===== src/rtl/npe_pkg.sv =====
// Shared constants and helpers for the NPE output paths (requant, sync FIFO users).
// Lane geometry and saturation bounds for the int16 -> int8 requant.
package npe_pkg;

  localparam int unsigned NPE_LANE_IN_W  = 16;
  localparam int unsigned NPE_LANE_OUT_W = 8;

  localparam int NPE_SAT_MAX = 127;
  localparam int NPE_SAT_MIN = -128;

  // Bit offset of lane `lane` inside a packed vector of `lane_w`-bit lanes.
  function automatic int unsigned npe_lane_lsb(input int unsigned lane,
                                               input int unsigned lane_w);
    return lane * lane_w;
  endfunction

endpackage


===== src/rtl/npe_sync_fifo.sv =====
// First-word-fall-through synchronous FIFO with same-cycle push/pop and a soft clear.
// Depth must be a power of two so the pointers wrap naturally.
module npe_sync_fifo #(
  parameter int unsigned Width = 8,
  parameter int unsigned Depth = 4
) (
  input  logic                     clk_i,
  input  logic                     rst_i,
  input  logic                     clr_i,
  input  logic                     push_i,
  input  logic [Width-1:0]         wdata_i,
  input  logic                     pop_i,
  output logic [Width-1:0]         rdata_o,
  output logic                     empty_o,
  output logic                     full_o,
  output logic [$clog2(Depth):0]   count_o
);

  localparam int unsigned AddrW = $clog2(Depth);

  logic [Width-1:0] mem_q [Depth];
  logic [AddrW-1:0] wr_ptr_q, rd_ptr_q;
  logic [AddrW:0]   count_q;
  logic             do_push, do_pop;

  assign empty_o = (count_q == '0);
  assign full_o  = (count_q == (AddrW + 1)'(Depth));
  assign count_o = count_q;
  assign rdata_o = mem_q[rd_ptr_q];

  // A full FIFO still takes a push when the head leaves on the same edge.
  assign do_pop  = pop_i & ~empty_o;
  assign do_push = push_i & (~full_o | do_pop);

  always_ff @(posedge clk_i) begin
    if (rst_i || clr_i) begin
      wr_ptr_q <= '0;
      rd_ptr_q <= '0;
      count_q  <= '0;
    end else begin
      if (do_push) wr_ptr_q <= wr_ptr_q + 1'b1;
      if (do_pop)  rd_ptr_q <= rd_ptr_q + 1'b1;
      count_q <= count_q + (AddrW + 1)'(do_push) - (AddrW + 1)'(do_pop);
    end
  end

  always_ff @(posedge clk_i) begin
    if (do_push) mem_q[wr_ptr_q] <= wdata_i;
  end

endmodule


===== src/rtl/npe_requant.sv =====
// NPE result requantiser: rounding shift, optional ReLU, int8 saturation, FWFT output FIFO.
// Define NPE_REQUANT_ROUND_EN for round-half-up; otherwise the shift truncates.
module npe_requant
  import npe_pkg::*;
#(
  parameter int unsigned DATA_WIDTH  = NPE_LANE_OUT_W,
  parameter int unsigned DATA_COPIES = 32,
  parameter int unsigned FIFO_DEPTH  = 4
) (
  input  logic                                  i_clk,
  input  logic                                  i_rst,
  input  logic [DATA_COPIES*2*DATA_WIDTH-1:0]   i_npe_result,
  input  logic                                  i_npe_result_vld,
  input  logic [3:0]                            i_shift,
  input  logic                                  i_relu_en,
  input  logic [15:0]                           i_frame_len,
  input  logic                                  i_clr,
  output logic [DATA_COPIES*DATA_WIDTH-1:0]     o_wdata,
  output logic                                  o_wdata_vld,
  input  logic                                  i_wdata_rdy,
  output logic                                  o_almost_full,
  output logic                                  o_frame_done,
  output logic                                  o_overflow
);

  localparam int unsigned InW  = 2 * DATA_WIDTH;
  localparam int unsigned AccW = InW + 1;
  localparam int unsigned OutW = DATA_COPIES * DATA_WIDTH;
  localparam int unsigned CntW = $clog2(FIFO_DEPTH) + 1;

  localparam logic signed [AccW-1:0] SatMax = AccW'(NPE_SAT_MAX);
  localparam logic signed [AccW-1:0] SatMin = AccW'(NPE_SAT_MIN);

  logic signed [AccW-1:0] s1_acc_d [DATA_COPIES];
  logic signed [AccW-1:0] s1_acc_q [DATA_COPIES];
  logic                   s1_vld_q, s1_relu_q;
  logic [OutW-1:0]        s2_word_d, s2_word_q;
  logic                   s2_vld_q;

  logic [OutW-1:0]        fifo_head;
  logic                   fifo_empty, fifo_full;
  logic [CntW-1:0]        fifo_count;
  logic                   accept, drop;

  logic [15:0]            frame_cnt_d, frame_cnt_q;
  logic                   frame_done_d, frame_done_q;
  logic                   overflow_d, overflow_q;

`ifdef NPE_REQUANT_ROUND_EN
  logic signed [AccW-1:0] bias;
  assign bias = (i_shift == 4'd0) ? '0 : (AccW'(1) << (i_shift - 4'd1));
`endif

  for (genvar k = 0; k < DATA_COPIES; k++) begin : g_lane
    localparam int unsigned InLsb  = npe_lane_lsb(k, InW);
    localparam int unsigned OutLsb = npe_lane_lsb(k, DATA_WIDTH);

    logic signed [AccW-1:0] ext;
    logic signed [AccW-1:0] pos;

    assign ext = {i_npe_result[InLsb+InW-1], i_npe_result[InLsb +: InW]};
`ifdef NPE_REQUANT_ROUND_EN
    assign s1_acc_d[k] = (ext + bias) >>> i_shift;
`else
    assign s1_acc_d[k] = ext >>> i_shift;
`endif

    assign pos = (s1_relu_q && s1_acc_q[k][AccW-1]) ? '0 : s1_acc_q[k];
    assign s2_word_d[OutLsb +: DATA_WIDTH] =
        (pos > SatMax) ? SatMax[DATA_WIDTH-1:0] :
        (pos < SatMin) ? SatMin[DATA_WIDTH-1:0] : pos[DATA_WIDTH-1:0];
  end

  // Valid bits honour clear/reset; the data registers only follow their valid.
  always_ff @(posedge i_clk) begin
    if (i_rst || i_clr) begin
      s1_vld_q <= 1'b0;
      s2_vld_q <= 1'b0;
    end else begin
      s1_vld_q <= i_npe_result_vld;
      s2_vld_q <= s1_vld_q;
    end
  end

  always_ff @(posedge i_clk) begin
    if (i_npe_result_vld) begin
      s1_acc_q  <= s1_acc_d;
      s1_relu_q <= i_relu_en;
    end
    if (s1_vld_q) s2_word_q <= s2_word_d;
  end

  npe_sync_fifo #(
    .Width (OutW),
    .Depth (FIFO_DEPTH)
  ) u_fifo (
    .clk_i   (i_clk),
    .rst_i   (i_rst),
    .clr_i   (i_clr),
    .push_i  (s2_vld_q),
    .wdata_i (s2_word_q),
    .pop_i   (i_wdata_rdy),
    .rdata_o (fifo_head),
    .empty_o (fifo_empty),
    .full_o  (fifo_full),
    .count_o (fifo_count)
  );

  assign o_wdata_vld   = ~fifo_empty;
  assign o_wdata       = fifo_empty ? '0 : fifo_head;
  assign o_almost_full = (fifo_count >= CntW'(FIFO_DEPTH - 2));

  assign accept = o_wdata_vld & i_wdata_rdy;
  // The NPE cannot stall, so a word meeting a full FIFO with no pop is lost.
  assign drop   = s2_vld_q & fifo_full & ~accept;

  always_comb begin
    frame_cnt_d  = frame_cnt_q;
    frame_done_d = 1'b0;
    overflow_d   = overflow_q | drop;
    if (accept) begin
      if ((i_frame_len != 16'd0) && (frame_cnt_q + 16'd1 == i_frame_len)) begin
        frame_cnt_d  = '0;
        frame_done_d = 1'b1;
      end else begin
        frame_cnt_d = frame_cnt_q + 16'd1;
      end
    end
  end

  always_ff @(posedge i_clk) begin
    if (i_rst || i_clr) begin
      frame_cnt_q  <= '0;
      frame_done_q <= 1'b0;
      overflow_q   <= 1'b0;
    end else begin
      frame_cnt_q  <= frame_cnt_d;
      frame_done_q <= frame_done_d;
      overflow_q   <= overflow_d;
    end
  end

  assign o_frame_done = frame_done_q;
  assign o_overflow   = overflow_q;

endmodule


===== config.mk =====
export PLATFORM = sky130hd
export DESIGN_NAME = npe_requant
export DESIGN_NICKNAME = d
export VERILOG_FILES = /design/src/rtl/npe_pkg.sv /design/src/rtl/npe_sync_fifo.sv /design/src/rtl/npe_requant.sv
export SDC_FILE = /design/constraint.sdc
export NUM_CORES = 2
export LEC_CHECK = 0
export BUFFER_PORTS_ARGS = -buffer_cell sky130_fd_sc_hd__buf_4
export CAP_MARGIN = 40
export CORE_MARGIN = 3
export CORE_UTILIZATION = 60
export CTS_CLUSTER_SIZE = 40
export DETAILED_ROUTE_END_ITERATION = 10
export PLACE_DENSITY = 0.78
export SLEW_MARGIN = 20
export SYNTH_ARGS = -nofsm -noshare
export SYNTH_HDL_FRONTEND = slang
export SYNTH_SLANG_ARGS = --single-unit

===== constraint.sdc =====
create_clock -name i_clk -period 19.15 [get_ports i_clk]
set_input_delay 3.83 -clock i_clk [delete_from_list [all_inputs] [get_ports i_clk]]
set_output_delay 3.83 -clock i_clk [all_outputs]
set_load 0.005 [all_outputs]

Word-level counts from Yosys, hierarchy flattened. Memories as Yosys holds them, arrays and structs flattened. A register that Yosys moved wholly into a read port is not among the register bits. Index checks and enable logic that the tools add are counted.

Input port bits: 538. Bits in writable memories: 1024. Flip-flop bits (word level): 828. Memories: 1. Word-level logic and storage cells: 295.

Memory list: u_fifo.mem_q (words 4, width 256, read ports 1, clocked after Yosys merged registers in 1, write ports 1, RTL line npe_sync_fifo.sv:21) `logic [Width-1:0] mem_q [Depth];`.

Reduce and logical (&&, ||, !) cells: 37. Add/subtract/negate cells: 5. $lt $le $gt $ge: 65. Multiplexer cells: 71. Shift operators: 32. Bitwise gates (word level): 9. Equality and inequality tests: 2.

Operator list (number): 17-bit by 8-bit greater-than comparator with 1-bit output, second input constant (32); 17-bit by 8-bit less-than comparator with 1-bit output, second input constant (32); 17-bit two-way mux (32); 16-bit by 4-bit >>> shifter with 17-bit output (32); 256-bit two-way mux (1); 8-bit two-way mux (32); 1-bit logical AND (33); 16-bit by 1-bit adder with 16-bit output, second input constant (1); 16-bit == test (1); 16-bit two-way mux (1); 16-bit nonzero test (1); 2-bit by 1-bit adder with 2-bit output, second input constant (2); 1-bit bitwise AND (4); 2-bit two-way mux (2); 3-bit by 1-bit adder with 3-bit output (1); 3-bit == test, second input constant (1); 3-bit by 2-bit greater-or-equal comparator with 1-bit output, second input constant (1); 3-bit zero test (1); 1-bit two-way mux (3); 1-bit NOT (3); 3-bit by 1-bit subtractor with 3-bit output (1); 1-bit OR (2); 2-bit OR reduction (1); 1-bit logical OR (1).

Logic depth before layout (Yosys ltp).
Depth in word-level cells: 7. Gate-level depth with buffers: 12.

Modules after synthesis. A second synthesis with hierarchy kept.

Cells, all modules: 5691. Area total of the unflattened synthesis: 87079.8 µm².

By module, submodules not included: npe_requant (cells an instance 4306, area an instance 49427.4 µm², instances 1); npe_sync_fifo (cells an instance 1385, area an instance 37652.4 µm², instances 1).

Worst setup path after synthesis. OpenSTA, ideal clock, no wires.

Path kind: input port to flip-flop. Start: input i_wdata_rdy. End: memory u_fifo.mem_q[0][0] (netlist name), enable pin. Arrival: 10.057 ns. Cell stages on the path: 4. Path slack: 8.444 ns. Buffers on the path: 1. Required time: 18.501 ns. Cell sequence: nor4_1 nor2b_1 clkbuf_1 and2_1.

Word-level cells in the longest chain between the ends: 5.

Ends and longest elaborated chain: from (decl) (RTL line npe_requant.sv:20) `input logic i_wdata_rdy,`; 1-bit bitwise AND (RTL line npe_sync_fifo.sv:32) `assign do_pop = pop_i & ~empty_o;`; 1-bit OR (RTL line npe_sync_fifo.sv:33) `assign do_push = push_i & (~full_o | do_pop);`; 1-bit bitwise AND (RTL line npe_sync_fifo.sv:33); 1-bit two-way mux (RTL line npe_sync_fifo.sv:48) `if (do_push) mem_q[wr_ptr_q] <= wdata_i;`; 1-bit two-way mux (implied by the code) (RTL line npe_sync_fifo.sv:48); to (decl) (RTL line npe_sync_fifo.sv:21).

No other way between the ends.

==> flow_summary.ini <==
[status]
status = finished clean

[clock_network]
h-tree-depth = 4
cts_hold_buf = 0
cts_tree = built
cts_buffers = 180
cts_setup_buffers = 0
cts_root_buf = clkbuf_16
cts.reportedPaths.clkPinSlew_ps = 60
cts.sinks = 1822
insertion_delay_ps = 810
cts_buffer_depth = 3
cts_resized = 0

[worst_setup_path]
cp_top_family = buffers and inverters
startpoint_type = flop
cp_max_fo = 34
critPathKind = reg -> out
path_buf_inv = 7
critPathMaxStageDelay_ps = 570
end_kind = primary output
crit_required_ps = 15320
cp_cell_sequence = buf_16 > buf_4 > buf_16 > buf_4 > buf_4 > buf_16 > mux4_2 > and2_1 > buf_4
cp.arrival_ps = 4130
rr_startpoint = u_fifo.count_o[0]$_SDFF_PP0_
cp_common_cell = buf_4
critPathSlowestCell = mux4_2

[global_routing]
grt_pass1_vias = 54200
grt_pass1_wl_um = 367000
grt_max_degree = 180
grt_overflow = 0
antenna_found_initial = 59
grt_usage_pct = 33.7

[drt]
wire_per_inst_um = 30.0
via_per_inst = 6.67
drcViolationCount = 0
drtIter0Drc = 8110
first_pass_iters = 9
postRouteWirelength_um = 255000
ant_nets = 0
vias = 56600

[timing]
fin_tns_setup_ps = 0
min_period_ps = 7960
rsz0062_at_grt = false
period_share_pct = 41.6
clock.fmax_ghz = 0.126
slew-limit-headroom_pct = 22.7
finalHoldViolations = 0
drv_slew = 0
setup_violations = 0
tightest_slew_ps = 1160
skew_ps = 36.4

[floorplanning]
start_util_pct = 60.9
rows = 138
ios = 798
die_h_um = 386
fp.dieW_um = 386
dieArea_um2 = 149000
fp.coreArea_um2 = 142000

[power]
switchingPower_uw = 2140
ir_drop_uv = 82.1
switching_share_pct = 23.3
p_int_uw = 7080
seqPwrFrac_pct = 50.8
pwr-share-clk_pct = 39.1
total_leakage_power_uw = 0.0360
share_comb_of_total_power_pct = 10.1
p_per_area_nw_per_um2 = 91.0

[synth]
ys_warn_count = 0
synth_seq_cells = 1822
yosysTopAreaCell = edfxtp_1
synth_top_area_share_pct = 62.1
synth-edff-count = 1793
synth_cells = 5694
synth.avg_cell_area_um2 = 15.2
ys_async_sr_fraction_pct = 0
syn_nets = 6241
synth-seq-area-share_pct = 62.8
synthTopCellsByArea = edfxtp_1, mux4_2, mux2i_1
yosysUniqueCellTypes = 58
ys.flop_type = edfxtp_1
syn_area_um2 = 86700

[placement]
io_buffers = 797
place_area_um2 = 94800
hpwl_um = 173000
gp_congestion = 0.969

[finish]
final_common_cell = edfxtp_1
fillers = 9105
final_area_um2 = 101000
syn2layout_area_growth_pct = 16.8
drive_above_1_share_pct = 28.6
register_area_um2 = 54400
layout_common_cells = edfxtp_1, buf_4, mux4_2, mux2i_1, nand2_1
num-nets-final = 6963
multi_input_area_um2 = 30700

[job]
cap_violations = 0

[hold_path]
hold_path.class = reg -> reg
hp-start = s2_word_q[0]$_SDFFCE_PN1P_
==> through the flow <==
step | setup WS (ps) | std cells | power, uW | util (%) | hold WS [ps]
after floorplan | 8440 | 5694 | 5260 | - | 447
after global placement | 10840 | 8072 | 5630 | 66.2 | 459
after detailed placement | 10890 | 8108 | 5650 | 66.5 | 482
after CTS | 10580 | 8433 | 9220 | 70.7 | 490
after global routing | 10880 | 8475 | 9480 | 71.1 | 505
final | 11190 | 8490 | 9220 | 71.1 | 471
==> routing by layer <==
metal | part of all wire [%] | GRT usage [%] | up-vias
met2 | 46 | 50.1 | 3605
met4 | 3.9 | 13.5 | 26
met5 | 0.073 | 0 | -
li1 | - | - | 24000
met3 | 12 | 8.58 | 475
met1 | 39 | 48.2 | 28500
==> area by class of cell <==
class,count,area share (%)
Multi-Input combinational cell,3467,30.3
Inverter,14,0.0741
Tap cell,1890,2.33
Timing Repair Buffer,931,7.50
Sequential cell,1822,53.7
Antenna cell,41,0.101
Clock inverter,104,1.27
Clock buffer,221,4.66
==> flip-flops by register name (all words and copies together), names as in the netlist, named ones only <==
| signal | flops |
|---|---|
| u_fifo.mem_q | 1024 |
| s1_acc_q | 512 |
| s2_word_q | 256 |
| frame_cnt_q | 16 |
| u_fifo.count_o | 3 |
| u_fifo.rd_ptr_q | 2 |
| u_fifo.wr_ptr_q | 2 |
| o_frame_done | 1 |
| o_overflow | 1 |
| s1_relu_q | 1 |
| s1_vld_q | 1 |
| s2_vld_q | 1 |
==> power by group through the flow <==
| stage | Sequential [uW] | Combinational [uW] | Clock [uW] |
|---|---|---|---|
| finish | 4680 | 934 | 3610 |
| global route | 4690 | 993 | 3800 |
| CTS | 4680 | 908 | 3640 |
| detailed placement | 4760 | 898 | 0 |
| global placement | 4750 | 878 | 0 |
| floorplan | 4730 | 530 | 0 |
==> final timing paths <==
check	end	slack, ps	depth (start not counted)
worst max-delay path	o_wdata[162]	11190	9
worst min-delay path	u_fifo.mem_q[3][0]$_DFFE_PP_	470	0
worst max register to register	u_fifo.count_o[1]$_SDFF_PP0_	15360	9
worst min register to register	u_fifo.mem_q[3][0]$_DFFE_PP_	470	0
==> Yosys cell counts, types with 2 or more instances <==
| cell | count |
|---|---|
| edfxtp_1 | 1793 |
| mux4_2 | 448 |
| mux2i_1 | 418 |
| nand2_1 | 329 |
| nor2_1 | 303 |
| and2_1 | 296 |
| a21oi_1 | 290 |
| clkbuf_1 | 236 |
| a21o_1 | 225 |
| mux2_2 | 224 |
| o21ai_0 | 134 |
| a211oi_1 | 110 |
| buf_2 | 98 |
| nor2b_1 | 98 |
| a21boi_0 | 96 |
| o21a_1 | 96 |
| nor4_1 | 74 |
| nand2b_1 | 64 |
| buf_1 | 55 |
| nand4_1 | 40 |
| a311oi_1 | 33 |
| a31oi_1 | 32 |
| o211ai_1 | 32 |
| o41ai_1 | 32 |
| dfxtp_1 | 29 |
| xor2_1 | 20 |
| xnor2_1 | 19 |
| nand3_1 | 13 |
| inv_1 | 12 |
| ha_1 | 8 |
| nor3_1 | 4 |
| or3_1 | 3 |
| and3_1 | 2 |
| and3_2 | 2 |
| o211a_1 | 2 |
| o21ai_2 | 2 |
==> cell families (layout without fill, tap and decap cells) <==
logic type | Yosys count | in the layout | share of synthesized area, %
flip-flops | 1822 | 1822 | 62.8
AND/OR/NAND/NOR | 1238 | 1238 | 7.14
AO/OA/AOI/OAI | 1091 | 1091 | 8.30
multiplexers | 1090 | 1090 | 19.4
buffers and inverters | 405 | 1270 | 1.91
XOR/XNOR | 39 | 39 | 0.394
adder cells (fa/ha/maj) | 9 | 9 | 0.139
other | 0 | 41 | 0
Power figures use the tool's default switching activity.
